<file path="config.mk">
export PLATFORM = sky130hd
export DESIGN_NAME = multicycle_adder
export DESIGN_NICKNAME = d
export VERILOG_FILES = /design/src/rtl/adder_pkg.sv /design/src/rtl/slice_adder.sv /design/src/rtl/multicycle_adder.sv
export SDC_FILE = /design/constraint.sdc
export NUM_CORES = 1
export LEC_CHECK = 0
export ABC_AREA = 1
export CAP_MARGIN = 20
export CORE_MARGIN = 3
export CORE_UTILIZATION = 45
export CTS_CLUSTER_SIZE = 20
export DETAILED_ROUTE_END_ITERATION = 16
export DONT_BUFFER_PORTS = 1
export PLACE_DENSITY = 0.64
export SLEW_MARGIN = 20
export SYNTH_ARGS = -nofsm -noshare
export SYNTH_HDL_FRONTEND = slang
export SYNTH_SLANG_ARGS = --single-unit
</file>
<file path="constraint.sdc">
create_clock -name clock -period 2.4 [get_ports clock]
set_input_delay 0.24 -clock clock [delete_from_list [all_inputs] [get_ports clock]]
set_output_delay 0.24 -clock clock [all_outputs]
set_load 0.01 [all_outputs]
</file>
<file path="src/rtl/adder_pkg.sv">
// Shared types for the multicycle adder.
// Provides the FSM state enum and the slice-count helper.
package adder_pkg;

   typedef enum logic [1:0] {
      IDLE,
      RUN,
      DONE
   } state_t;

   function automatic int nr_of_slices(input int nbits, input int sbits);
      return nbits / sbits;
   endfunction

endpackage

</file>
<file path="src/rtl/slice_adder.sv">
// Combinational SliceBits-wide adder for one slice of the multicycle adder.
// Ports: a, b, cin in; sum, cout, msb_cin (carry into the slice top bit) out.
module slice_adder #(
   parameter int SliceBits = 8
) (
   input  logic [SliceBits-1:0] a,
   input  logic [SliceBits-1:0] b,
   input  logic                 cin,
   output logic [SliceBits-1:0] sum,
   output logic                 cout,
   output logic                 msb_cin
);

   logic [SliceBits:0] w_full;

   assign w_full  = {1'b0, a} + {1'b0, b} + {{SliceBits{1'b0}}, cin};
   assign sum     = w_full[SliceBits-1:0];
   assign cout    = w_full[SliceBits];
   // Top sum bit is a^b^carry_in, so the carry into it falls out directly
   assign msb_cin = a[SliceBits-1] ^ b[SliceBits-1] ^ sum[SliceBits-1];

endmodule

</file>
<file path="src/rtl/multicycle_adder.sv">
// Sequential adder: DataA + DataB + CarryIn, one SliceBits slice per cycle.
// Ports: clock, reset_n, Start, CarryIn, DataA, DataB in; Busy, Done, Result, CarryOut, Overflow out.
module multicycle_adder
   import adder_pkg::*;
#(
   parameter int NrOfBits  = 32,
   parameter int SliceBits = 8
) (
   input  logic                clock,
   input  logic                reset_n,
   input  logic                Start,
   input  logic                CarryIn,
   input  logic [NrOfBits-1:0] DataA,
   input  logic [NrOfBits-1:0] DataB,
   output logic                Busy,
   output logic                Done,
   output logic [NrOfBits-1:0] Result,
   output logic                CarryOut,
   output logic                Overflow
);

   localparam int NrOfSlices = nr_of_slices(NrOfBits, SliceBits);
   localparam int CntW       = (NrOfSlices > 1) ? $clog2(NrOfSlices) : 1;

   if ((NrOfBits % SliceBits) != 0) begin : g_bad_slice
      $error("SliceBits must divide NrOfBits");
   end

   state_t              r_state;
   logic [CntW-1:0]     r_cnt;
   logic [NrOfBits-1:0] r_a;
   logic [NrOfBits-1:0] r_b;
   logic                r_carry;
   logic [NrOfBits-1:0] r_psum;
   logic [NrOfBits-1:0] r_result;
   logic                r_cout;
   logic                r_ovf;
   logic                r_busy;
   logic                r_done;

   logic [SliceBits-1:0] w_a_sl;
   logic [SliceBits-1:0] w_b_sl;
   logic [SliceBits-1:0] w_sum;
   logic                 w_cout;
   logic                 w_msb_cin;
   logic [NrOfBits-1:0]  w_psum_nxt;
   logic                 w_last;

   always_comb begin
      w_a_sl     = r_a[int'(r_cnt)*SliceBits +: SliceBits];
      w_b_sl     = r_b[int'(r_cnt)*SliceBits +: SliceBits];
      w_psum_nxt = r_psum;
      w_psum_nxt[int'(r_cnt)*SliceBits +: SliceBits] = w_sum;
   end

   assign w_last = (r_cnt == CntW'(NrOfSlices - 1));

   slice_adder #(
      .SliceBits (SliceBits)
   ) u_slice (
      .a       (w_a_sl),
      .b       (w_b_sl),
      .cin     (r_carry),
      .sum     (w_sum),
      .cout    (w_cout),
      .msb_cin (w_msb_cin)
   );

   always_ff @(posedge clock or negedge reset_n) begin
      if (!reset_n) begin
         r_state  <= IDLE;
         r_cnt    <= '0;
         r_a      <= '0;
         r_b      <= '0;
         r_carry  <= 1'b0;
         r_psum   <= '0;
         r_result <= '0;
         r_cout   <= 1'b0;
         r_ovf    <= 1'b0;
         r_busy   <= 1'b0;
         r_done   <= 1'b0;
      end else begin
         r_done <= 1'b0;
         unique case (r_state)
            IDLE, DONE: begin
               // DONE accepts Start too, giving back-to-back operation
               if (Start) begin
                  r_a     <= DataA;
                  r_b     <= DataB;
                  r_carry <= CarryIn;
                  r_cnt   <= '0;
                  r_busy  <= 1'b1;
                  r_state <= RUN;
               end else begin
                  r_busy  <= 1'b0;
                  r_state <= IDLE;
               end
            end
            RUN: begin
               r_psum  <= w_psum_nxt;
               r_carry <= w_cout;
               r_cnt   <= r_cnt + 1'b1;
               if (w_last) begin
                  r_result <= w_psum_nxt;
                  r_cout   <= w_cout;
                  r_ovf    <= w_msb_cin ^ w_cout;
                  r_busy   <= 1'b0;
                  r_done   <= 1'b1;
                  r_state  <= DONE;
               end
            end
            default: begin
               r_busy  <= 1'b0;
               r_state <= IDLE;
            end
         endcase
      end
   end

   assign Busy     = r_busy;
   assign Done     = r_done;
   assign Result   = r_result;
   assign CarryOut = r_cout;
   assign Overflow = r_ovf;

endmodule

</file>
Word-level counts from Yosys, hierarchy flattened
Cells that the tools add are included.
{ "classes": {"eq_ne": 5, "shift": 4, "n_addsub": 4, "muxes": 13, "bitwise_logic": 3, "reduce_logical": 6} }
{ "ops": {"columns": ["operator", "count"], "rows": [
  ["indexed part select 32 x 6 -> 8 bit", 2],
  ["negator 5 -> 33 bit", 1],
  ["variable shift 8 x 33 -> 32 bit (first input constant)", 1],
  ["indexed part select 8 x 33 -> 32 bit", 1],
  ["bitwise mux 32 bit", 1],
  ["adder 8 x 8 -> 9 bit", 1],
  ["adder 9 x 1 -> 9 bit", 1],
  ["case mux 2 bit (2 select lines)", 2],
  ["2-to-1 mux 1 bit", 6],
  ["AND reduction 2 bit", 3],
  ["equality test 2 bit (second input constant)", 2],
  ["2-to-1 mux 2 bit", 2],
  ["!= test 2 bit (second input constant)", 2],
  ["case mux 1 bit (2 select lines)", 2],
  ["XOR 1 bit", 3],
  ["adder 2 x 1 -> 2 bit (second input constant)", 1],
  ["equality test 2 x 1 -> 1 bit (second input constant)", 1],
  ["logical NOT 2 bit", 1],
  ["nonzero test 2 bit", 1],
  ["OR reduction 2 bit", 1]
]} }
{ "totals": {"ff_bits": 137, "inputBits": 68} }

Logic depth before layout (Yosys ltp)
Gate-level depths: netlist (run 1).
{ "depth": {"depth_word": 5, "mapped_depth": 18, "ltp_nobuf": 16} }

Cells and area by module
From an unflattened synthesis (run 1), not the netlist that was laid out.
{ "unflattened": {"hier_cells": 810, "area_unflattened_um2": 6353.6} }
{ "by_module_without_submodules": {"columns": ["mod", "cells_each", "area_each_um2", "n_inst", "seq_area_each_um2"], "rows": [
  ["multicycle_adder", 751, 5983.2, 1, 3203.1],
  ["slice_adder", 59, 370.4, 1, 0.0]
]} }

Least setup slack after synthesis (run 1)
No wires, ideal clock.
{ "synth_timing": {"path_type": "register to register", "startpoint": "register r_cnt[0]", "endpoint": "register r_result[30] (netlist: Result[30])", "n_path_buf": 2, "required_ns": 2.334, "arrival_ns": 2.567, "path_slack_ns": -0.233, "stages_incl_launch_ff": 19, "cell_sequence": "dfrtp_1 inv_1 buf_2 buf_2 nor2_1 o22ai_1 fa_1 fa_1 nand2_1 nand2_1 nand3_1 nand2_1 nand2_1 nand3_1 nor2_1 nand2_1 nand2_1 nand2_1 nand2_1"} }
{ "synth_between": {"elab_chain_cells": 5, "elab_cells_between_ends": 10} }
{ "synth_lines": {"columns": ["element", "line_no", "rtl"], "rows": [
  ["start: declaration", "multicycle_adder.sv:30", "logic [CntW-1:0] r_cnt;"],
  ["start signal: assignment", "multicycle_adder.sv:102", "r_cnt <= r_cnt + 1'b1;"],
  ["indexed part select 32 x 6 -> 8 bit (on tied branches)", "multicycle_adder.sv:50, multicycle_adder.sv:51", null],
  ["adder 8 x 8 -> 9 bit", "slice_adder.sv:16", "assign w_full = {1'b0, a} + {1'b0, b} + {{SliceBits{1'b0}}, cin};"],
  ["adder 9 x 1 -> 9 bit", "slice_adder.sv:16", null],
  ["indexed part select 8 x 33 -> 32 bit", "multicycle_adder.sv:53", "w_psum_nxt[int'(r_cnt)*SliceBits +: SliceBits] = w_sum;"],
  ["bitwise mux 32 bit", "multicycle_adder.sv:53", null],
  ["end signal: assignment", "multicycle_adder.sv:104", "r_result <= w_psum_nxt;"],
  ["end: declaration", "multicycle_adder.sv:35", "logic [NrOfBits-1:0] r_result;"]
]} }
Several ways; a longest one is shown, not always the timed one.
A chain may end at the register's enable or synchronous reset.

Final worst setup path (run 1)
{ "layout_timing": {"startpoint": "register r_cnt[0]", "endpoint": "register r_result[28] (netlist: Result[28])"} }
The elaborated chain is that of the path after synthesis.

==> results.ini, run 1 <==
[outcome]
outcome=complete, but fails checks
violations=negative hold slack, negative setup slack

[synth]
synth_top_cells_by_area=dfrtp_1 53%, nand2_1 13%, mux2_2 11%, o21ai_0 4.8%, inv_1 2.9%
synth_cell_type_count=31
async_reset_ff_share_pct=100
synth_seq_area_share_pct=53.1
avgSynthCellArea_sq_um=9.35
synth_most_common_cell=nand2_1
synth_edf_count=0
netlist_instances=685
ys_top_cells_by_count=214 x nand2_1, 136 x dfrtp_1, 64 x mux2_2
ys_warn_count=0
yosysTopAreaCell=dfrtp_1
syn_area_sq_mm=0.00640
synth_flop_cell=dfrtp_1
synth_nets=768
synth-seq-cells=136
yosysTopAreaCellShare_pct=53.1

[power_and_ir_drop]
sw_frac_of_total_pct=42.2
power_frac_seq_pct=27.5
power_switching_mw=6.16
intPower_mw=8.45
p_leak_nw=3.93
clkPwrFrac_pct=17.3
p_per_area_mw_per_mm2=1760
combPwrFrac_pct=55.3
irDropWorstVdd_mv=0.946

[cts]
tritoncts=yes
root_buffer=clkbuf_16
clk_pin_slew_ns=0.06
cts-hold-fix-buffers=64
h-tree-depth=4
cts_buffers=17
clk_path_buf_depth=2
clk_latency_ns=0.42
cts.sinks=136

[floorplanning]
fp.coreArea_sq_mm=0.0136
die_x_microns=125
fp.dieH_microns=125
pin_count=104
start_util_pct=47.2
dieArea_sq_mm=0.0157
core.rowCount=42

[detailed_routing]
drt.antenna.violating_nets=0
postRouteWirelength_microns=16700
via_per_inst=5.32
routedWlPerCell_microns=17.2
detail_route.iter0.violations=340
dr.pass1.iters=6
num_vias=5141
drc=0

[placed_design]
io_buffer_count=0
hpwl_microns=10900
place.gp.congestion=0.898

[worst_setup_path]
crit_fanout=5
arrival_ns=2.91
cp.required_ns=2.76
end_kind=flop
cp_cell_sequence=buf_6 -> o21ai_2 -> o22ai_2 -> fa_2 -> fa_2 -> nand3_1 -> nand2_2 -> xor2_2 -> nand3_2 -> o21ai_2 -> nand2_1 -> nand2_1
crit_path_start_kind=flop
slowest_delay_ns=0.46
slowest_stage=dfrtp_2
worstSetupPathType=flop to flop

[timing]
fin_crit_sh_pct=106
finalSetupViolations=31
tightest_slew_ns=0.585
setup_ws_ns=-0.152
period_minus_slack_ns=2.55
fin_skew_ns=0.00712
hold_violations=136
fin_tns_setup_ns=-2.07
fmax_ghz=0.392
timing.hold.ws_ns=-0.489
relSlewSlack_pct=60.7
final-max-slew-violation-count=0
rsz0062_at_grt=true

[global_route]
top_usage_layer=met2
grt_pass1_vias=5403
grt_overflow=0
grt_first_pass_wirelength_microns=27600
grt_use_total_pct=21.9
antenna_found_initial=0
grtUsageMet1_pct=26.4
grt_start_max_net_pins=137
grt_util_met3_pct=7.46
use_met2_pct=36.5

[cells_and_area]
antennaDiodeCount=0
layout-drive-gt1-share_pct=25.3
syn_to_final_growth_pct=29.5
fin_nets=862

[min_path]
hp-class=input port to async pin

[job]
drv_cap=0

-- timing repair --
item | 4_1_cts | 5_1_grt
pin swaps | 20 | 14
hold endpoints to repair | 200 | 136
endpoints found under the setup margin | 59 | 59
buffers inserted | 7 | 0
gates resized for setup | 44 | 37
-- kinds of logic (layout without fill, tap and decap cells) --
group                    after synthesis  count (layout)  share of synthesized area [%]
AO/OA/AOI/OAI                        100             100                           8.62
XOR/XNOR                               3               3                          0.528
adder cells (fa/ha/maj)               15              15                           3.16
buffers and inverters                 84             190                           5.78
flip-flops                           136             136                           53.1
multiplexers                          64              64                           11.3
AND/OR/NAND/NOR                      283             283                           17.5
-- power groups by stage --
| stage | sequential (mW) | combinational, mW | clock (mW) |
|---|---|---|---|
| finish | 4.01 | 8.08 | 2.52 |
| global route | 4.11 | 8.82 | 2.68 |
| CTS | 3.99 | 7.55 | 2.56 |
| detailed placement | 4.01 | 6.52 | 0 |
| global placement | 3.97 | 6.35 | 0 |
| floorplan | 3.78 | 4.42 | 0 |
-- routing by layer --
metal	part of all wire (%)	vias up
li1	-	2441
met1	40	2484
met2	51	176
met3	6.2	40
met4	3.0	0
met5	0	-
-- layout make-up --
type,instances,area [sq um]
fillers,1140,5270
flip-flops and latches,136,3400
well taps,176,220
repair buffers,107,1000
clock buffers,22,464
clock inverters,9,100
multi-input cells,465,2910
inverters,52,198
-- flip-flops by register name, indices dropped and copies added (netlist names) --
signal,count
CarryOut,1
r_carry,1
r_b,32
Overflow,1
r_state,2
r_psum,32
r_cnt,2
Done,1
Result,32
r_a,32
-- placed cells by master (no fill, tap or decap), types with 5 or more instances in the layout --
| master | instances |
|---|---|
| mux2_2 | 64 |
| clkbuf_16 | 17 |
| clkinv_2 | 5 |
| nand4_1 | 5 |
| ha_1 | 9 |
| nand2_2 | 10 |
| nor2_2 | 6 |
| inv_1 | 48 |
| o22ai_2 | 15 |
| o21ai_2 | 11 |
| dfrtp_1 | 135 |
| nor2_1 | 32 |
| o21ai_1 | 17 |
| nand3_1 | 15 |
| buf_4 | 38 |
| o22ai_1 | 13 |
| dlygate4sd3_1 | 64 |
| nand2_1 | 206 |
| o21ai_0 | 37 |
| nand3_2 | 6 |
-- through the flow --
| step | std cells | instance area (sq um) | power (mW) | util (%) | setup WS (ns) |
|---|---|---|---|---|---|
| after floorplan | 685 | 6440 | 8.20 | - | -0.0372 |
| after global placement | 865 | 6760 | 10.3 | 49.8 | -0.170 |
| after detailed placement | 865 | 6760 | 10.5 | 49.8 | -0.235 |
| after CTS | 967 | 8190 | 14.1 | 60.4 | -0.0666 |
| after global routing | 967 | 8290 | 15.6 | 61.2 | -0.297 |
| final | 967 | 8290 | 14.6 | 61.2 | -0.152 |
-- worst paths after layout --
kind,start,to,slack (ns),cells after the start
min,reset_n,Result[7]$_DFFE_PN0P_,-0.49,0
min in group clock,Start,r_carry$_DFFE_PN0P_,0.02,2
max,r_cnt[0]$_DFFE_PN0P_,Result[28]$_DFFE_PN0P_,-0.15,12
max reg2reg,r_cnt[0]$_DFFE_PN0P_,Result[28]$_DFFE_PN0P_,-0.15,12
min reg2reg,r_psum[29]$_DFFE_PN0P_,r_psum[29]$_DFFE_PN0P_,0.48,2
max in group asynchronous,reset_n,r_cnt[0]$_DFFE_PN0P_,2.68,0
-- worst max-delay path: cells and delay by family, from the launching register on --
family / cells / cell delay (ns)
buffers and inverters: 1 / 0.14
flip-flops: 1 / 0.46
AND/OR/NAND/NOR: 5 / 0.48
AO/OA/AOI/OAI: 3 / 0.40
XOR/XNOR: 1 / 0.26
adder cells (fa/ha/maj): 2 / 0.76
(Power assumes the default switching activity.)
==> inputs of run 2 (changes only) <==
--- a/config.mk
+++ b/config.mk
@@ -8,11 +8,12 @@
 export ABC_AREA = 1
 export CAP_MARGIN = 20
 export CORE_MARGIN = 3
-export CORE_UTILIZATION = 45
+export CORE_UTILIZATION = 55
 export CTS_CLUSTER_SIZE = 20
 export DETAILED_ROUTE_END_ITERATION = 16
 export DONT_BUFFER_PORTS = 1
-export PLACE_DENSITY = 0.64
+export PLACE_DENSITY = 0.75
+export SKIP_LAST_GASP = 1
 export SLEW_MARGIN = 20
 export SYNTH_ARGS = -nofsm -noshare
 export SYNTH_HDL_FRONTEND = slang
==> run 2 against run 1 <==
Compared with the run above:
- the run still ends with negative hold slack, negative setup slack left
- die area down 17%
- utilization rose by 16 points
- non-clock buffer count up 13
- sequential share of layout area down 1.5 points
- critical path depth increased by 4
- maximum frequency down 5.2%
- first-iteration DRC count rose by 49%
- highest routed layer unchanged
==> results.ini, run 2 (synthesis results as in run 1) <==
[outcome]
outcome=complete, but fails checks
violations=negative hold slack, negative setup slack

[floorplanning]
dieArea_sq_mm=0.0130
fp.dieH_microns=114
core.rowCount=38
die_x_microns=114
pin_count=104
start_util_pct=57.6
fp.coreArea_sq_mm=0.0111

[timing]
hold_violations=136
finalSetupViolations=55
final-max-slew-violation-count=0
fin_tns_setup_ns=-7.89
setup_ws_ns=-0.293
fin_skew_ns=0.0131
period_minus_slack_ns=2.69
relSlewSlack_pct=61.6
timing.hold.ws_ns=-0.473
rsz0062_at_grt=true
fin_crit_sh_pct=112
tightest_slew_ns=0.575
fmax_ghz=0.371

[worst_setup_path]
arrival_ns=3.04
cp.required_ns=2.75
r2r_cells=16
timing.rr.start=r_cnt[0]$_DFFE_PN0P_
slowest_delay_ns=0.49
cp_cell_sequence=buf_4 -> clkbuf_16 -> nor2_2 -> o22ai_2 -> ha_4 -> nand2_1 -> buf_4 -> nor2_1 -> nand2_2 -> nand2_1 -> nand2_1 -> nand2_2 -> nand4_1 -> nand2_2 -> nand2_1 -> nand2_1
reg2reg_slack_ns=-0.29
reg2reg_to=Result[15]$_DFFE_PN0P_
slowest_stage=dfrtp_2
crit_path_start_kind=flop
end_kind=flop
crit_buf_inv=3
worstSetupPathType=flop to flop
crit_fanout=10
path_delay_family=simple AND/OR/NAND/NOR gates
crit_top_cell=nand2_1

[cells_and_area]
fin_nets=876
fin_area_sq_mm=0.00862
antennaDiodeCount=0
layout_commonest_cell=nand2_1
layout-drive-gt1-share_pct=30.8
instances_no_fill=943
mostFrequentLayoutCells=200 x nand2_1, 135 x dfrtp_1, 64 x mux2_2, 64 x dlygate4sd3_1, 46 x buf_4
post-route-util_pct=77.4
syn_to_final_growth_pct=34.5

[detailed_routing]
detail_route.iter0.violations=505
num_vias=5556
dr.pass1.iters=5
routedWlPerCell_microns=20.7
via_per_inst=5.89
drc=0
drt.antenna.violating_nets=0
postRouteWirelength_microns=19500

[placed_design]
io_buffer_count=0
dp.cells=832
post_dp_cell_area_sq_mm=0.00674
hpwl_microns=10800
place.gp.congestion=0.937

[cts]
tritoncts=yes
cts-hold-fix-buffers=64
cts.sinks=136
cts_buffers=17
root_buffer=clkbuf_16
clk_path_buf_depth=2
h-tree-depth=4
clk_pin_slew_ns=0.06
clk_latency_ns=0.42

[job]
drv_cap=0

[global_route]
grt_use_total_pct=28.4
grt_pass1_vias=5579
grt_start_max_net_pins=137
antenna_found_initial=0
grt_overflow=0
grt_first_pass_wirelength_microns=28800

[min_path]
hp-class=input port to async pin

[run 2: cell count changes in the layout (fill, tap and decap cells not counted), moves of 4 or more]
cell     delta
o21ai_0    -11
nor2_1      -9
buf_4       +8
o21ai_2     +8
nand2_1     -6
nand2_2     +5
nor2_2      +5
inv_1       -4
nor2_4      +4
o21ai_4     +4
[run 2: layout make-up]
type                            count  area, sq um
Tap cell                          140          175
Timing Repair Buffer              120         1150
Clock buffer                       24          462
Sequential cell                   136         3400
Clock inverter                      5         75.1
Inverter                           52          204
Timing Repair inverter              1         7.51
Multi-Input combinational cell    465         3140
Fill cell                         683         2510
[run 2: metrics by stage]
stage | hold slack, ns | setup slack [ns]
after floorplan | -0.0556 | -0.0372
after global placement | -0.0510 | -0.126
after detailed placement | -0.0518 | -0.266
after CTS | -0.491 | -0.134
after global routing | -0.491 | -0.358
final | -0.473 | -0.293
[run 2: worst reg2reg max path, cell delays in order (launching register included)]
cell and delay, ns:
dfrtp_2 0.49, buf_4 0.19, clkbuf_16 0.17, nor2_2 0.15, o22ai_2 0.13, ha_4 0.33
nand2_1 0.09, buf_4 0.15, nor2_1 0.16, nand2_2 0.09, nand2_1 0.08, nand2_1 0.07
nand2_2 0.14, nand4_1 0.14, nand2_2 0.11, nand2_1 0.05, nand2_1 0.08
[run 2: how the worst max path moves through the flow]
| stage | startpoint | endpoint | cells past startpoint |
|---|---|---|---|
| 6_report | r_cnt[0]$_DFFE_PN0P_ | Result[15]$_DFFE_PN0P_ | 16 |
| 5_1_grt | r_cnt[0]$_DFFE_PN0P_ | Result[14]$_DFFE_PN0P_ | 15 |
| 4_1_cts | r_cnt[0]$_DFFE_PN0P_ | Result[28]$_DFFE_PN0P_ | 12 |
| 3_5_place_dp | r_cnt[0]$_DFFE_PN0P_ | r_psum[7]$_DFFE_PN0P_ | 15 |
| 3_3_place_gp | r_cnt[1]$_DFFE_PN0P_ | r_psum[7]$_DFFE_PN0P_ | 15 |
| 2_1_floorplan | r_cnt[0]$_DFFE_PN0P_ | Result[30]$_DFFE_PN0P_ | 18 |
[run 2: per-layer routing]
| metal | up-vias | share of wire [%] | track usage (%) |
|---|---|---|---|
| met5 | - | 0 | 0 |
| met4 | 0 | 4.3 | 12.8 |
| met3 | 72 | 7.0 | 6.68 |
| met2 | 288 | 51 | 47.9 |
| met1 | 2739 | 38 | 34.8 |
| li1 | 2457 | - | - |
[run 2: repair_timing]
| action | in CTS | in global routing |
|---|---|---|
| resized for setup | 43 | 109 |
| pin swaps | 7 | 23 |
| endpoints found under the setup margin | 59 | 63 |
| buffers inserted | 6 | 9 |
| endpoints found under the hold margin | 200 | 136 |
| gates cloned | 1 | 2 |
Power of run 2 is not shown: default switching activity piles up to over one toggle a cycle in this logic, so the estimate is an artifact.
==> inputs of run 3 (changes only) <==
--- a/config.mk
+++ b/config.mk
@@ -12,6 +12,7 @@
 export CTS_CLUSTER_SIZE = 20
 export DETAILED_ROUTE_END_ITERATION = 16
 export DONT_BUFFER_PORTS = 1
+export GPL_ROUTABILITY_DRIVEN = 0
 export PLACE_DENSITY = 0.75
 export SKIP_LAST_GASP = 1
 export SLEW_MARGIN = 20
==> run 3 against run 2 <==
Compared with the run above:
- the flow still finishes with violations (negative hold slack, negative setup slack)
- global-route usage is 1.1 points lower
- first-iteration DRC count is 35% lower
- critical path type unchanged
- die area stayed put
- sequential share of layout area is 1.5 points higher
- flip-flop and latch count stayed put
- non-clock buffer count is 13 lower
- routed wire length is 11% lower
- critical path depth stayed put
- cell area is 3.6% lower
- clock-buffer cell count is 3 lower
- utilization is 2.8 points lower
==> results.ini, run 3 (synthesis results as in run 1) <==
[cells_and_area]
layout-drive-gt1-share_pct=25.5
fin_area_sq_mm=0.00831
layout_commonest_cell=nand2_1
mostFrequentLayoutCells=206 x nand2_1, 134 x dfrtp_1, 64 x mux2_2, 64 x dlygate4sd3_1, 47 x inv_1
multi_input_area_sq_mm=0.00292
layout.area.seq_sq_mm=0.00341
syn_to_final_growth_pct=29.7
antennaDiodeCount=0
num-fill-cells=723
fin_nets=862
instances_no_fill=932

[cts]
cts.sinks=136
cts_buffers=17
tritoncts=yes
clk_path_buf_depth=2
clk_pin_slew_ns=0.06
clk_latency_ns=0.42
h-tree-depth=4
root_buffer=clkbuf_16
cts-hold-fix-buffers=64

[timing]
fin_crit_sh_pct=109
setup_ws_ns=-0.208
hold_violations=136
period_minus_slack_ns=2.61
fmax_ghz=0.383
fin_tns_setup_ns=-3.45
timing.hold.ws_ns=-0.481
fin_skew_ns=0.0106
relSlewSlack_pct=61.7
tightest_slew_ns=0.571
finalSetupViolations=45
rsz0062_at_grt=true
final-max-slew-violation-count=0

[detailed_routing]
num_vias=5318
detail_route.iter0.violations=328
via_per_inst=5.71
postRouteWirelength_microns=17300
dr.pass1.iters=5
routedWlPerCell_microns=18.6
drc=0
drt.antenna.violating_nets=0

[placed_design]
io_buffer_count=0
dp.cells=831
post_dp_cell_area_sq_mm=0.00673
pre_cts_ws_ns=-0.274
hpwl_microns=10600

[global_route]
grt_first_pass_wirelength_microns=27700
grt_use_total_pct=27.3
grt_pass1_vias=5498
grt_overflow=0
grt_start_max_net_pins=137
antenna_found_initial=0

[power_and_ir_drop]
p_per_area_mw_per_mm2=1810
power_frac_seq_pct=26.8
intPower_mw=8.63
irDropWorstVdd_mv=1.23
combPwrFrac_pct=55.1
sw_frac_of_total_pct=42.7
p_leak_nw=3.96
power_switching_mw=6.43
clkPwrFrac_pct=18.0

[worst_setup_path]
worstSetupPathType=flop to flop
crit_fanout=8
cp.required_ns=2.76
arrival_ns=2.97
crit_path_start_kind=flop
end_kind=flop

[min_path]
hp-class=input port to async pin

[outcome]
violations=negative hold slack, negative setup slack
outcome=complete, but fails checks

[floorplanning]
fp.coreArea_sq_mm=0.0111
dieArea_sq_mm=0.0130
die_x_microns=114
fp.dieH_microns=114
start_util_pct=57.6
pin_count=104
core.rowCount=38

[job]
drv_cap=0

## run 3: power by group through the flow
| stage | Clock (mW) | Sequential (mW) | Combinational [mW] |
|---|---|---|---|
| detailed placement | 0 | 3.99 | 6.56 |
| finish | 2.71 | 4.04 | 8.31 |
| floorplan | 0 | 3.78 | 4.42 |
| global route | 2.84 | 4.13 | 9.01 |
| CTS | 2.73 | 3.97 | 7.03 |
| global placement | 0 | 3.95 | 6.35 |
## run 3: final cells by class
type                       instances  area share, %
clock inverter                    11           1.73
clock buffer                      21           5.78
timing repair buffer             107           11.9
sequential                       136           41.0
inverter                          52           2.38
tap                              140           2.11
multi-input combinational        465           35.1
## run 3: path summary, 6_finish.rpt
path	start	to	slack [ns]	depth (start not counted)
min	reset_n	Result[4]$_DFFE_PN0P_	-0.48	0
max in group asynchronous	reset_n	r_cnt[0]$_DFFE_PN0P_	2.69	0
max reg2reg	r_cnt[1]$_DFFE_PN0P_	Result[14]$_DFFE_PN0P_	-0.21	16
min in group clock	CarryIn	r_carry$_DFFE_PN0P_	0.08	2
min reg2reg	r_psum[31]$_DFFE_PN0P_	r_psum[31]$_DFFE_PN0P_	0.48	2
max	r_cnt[1]$_DFFE_PN0P_	Result[14]$_DFFE_PN0P_	-0.21	16
## run 3: stage by stage
| stage | power, mW | util, % |
|---|---|---|
| finish | 15.1 | 74.7 |
| floorplan | 8.20 | - |
| global route | 16.0 | 74.7 |
| global placement | 10.3 | 60.5 |
| detailed placement | 10.5 | 60.5 |
| CTS | 13.7 | 72.6 |
## run 3: what timing repair did
item | in CTS | in global routing
buffers inserted | 1 | 4
cloned | 0 | 0
pin swaps | 5 | 8
hold endpoints to repair | 200 | 136
endpoints found under the setup margin | 54 | 59
gates resized for setup | 23 | 58
## run 3: critical path: stages (launching register included)
cell and delay, ns:
dfrtp_2 0.43, buf_4 0.19, o21ai_0 0.11, o22ai_2 0.12, fa_2 0.37, fa_2 0.38
nand2_1 0.08, nand2_1 0.06, nand3_1 0.09, nand2_1 0.08, nand2_2 0.09, nand3_4 0.09
nor2_4 0.12, nand2_1 0.06, nand2_1 0.09, nand2_1 0.08, nand2_1 0.09
## run 3: metal layers
layer	wire length, microns	vias to the layer above	global-route usage (%)
met5	0	-	0
met4	640	0	12.0
met3	987	50	7.21
met2	8950	226	46.9
met1	6770	2604	32.4
li1	-	2438	-
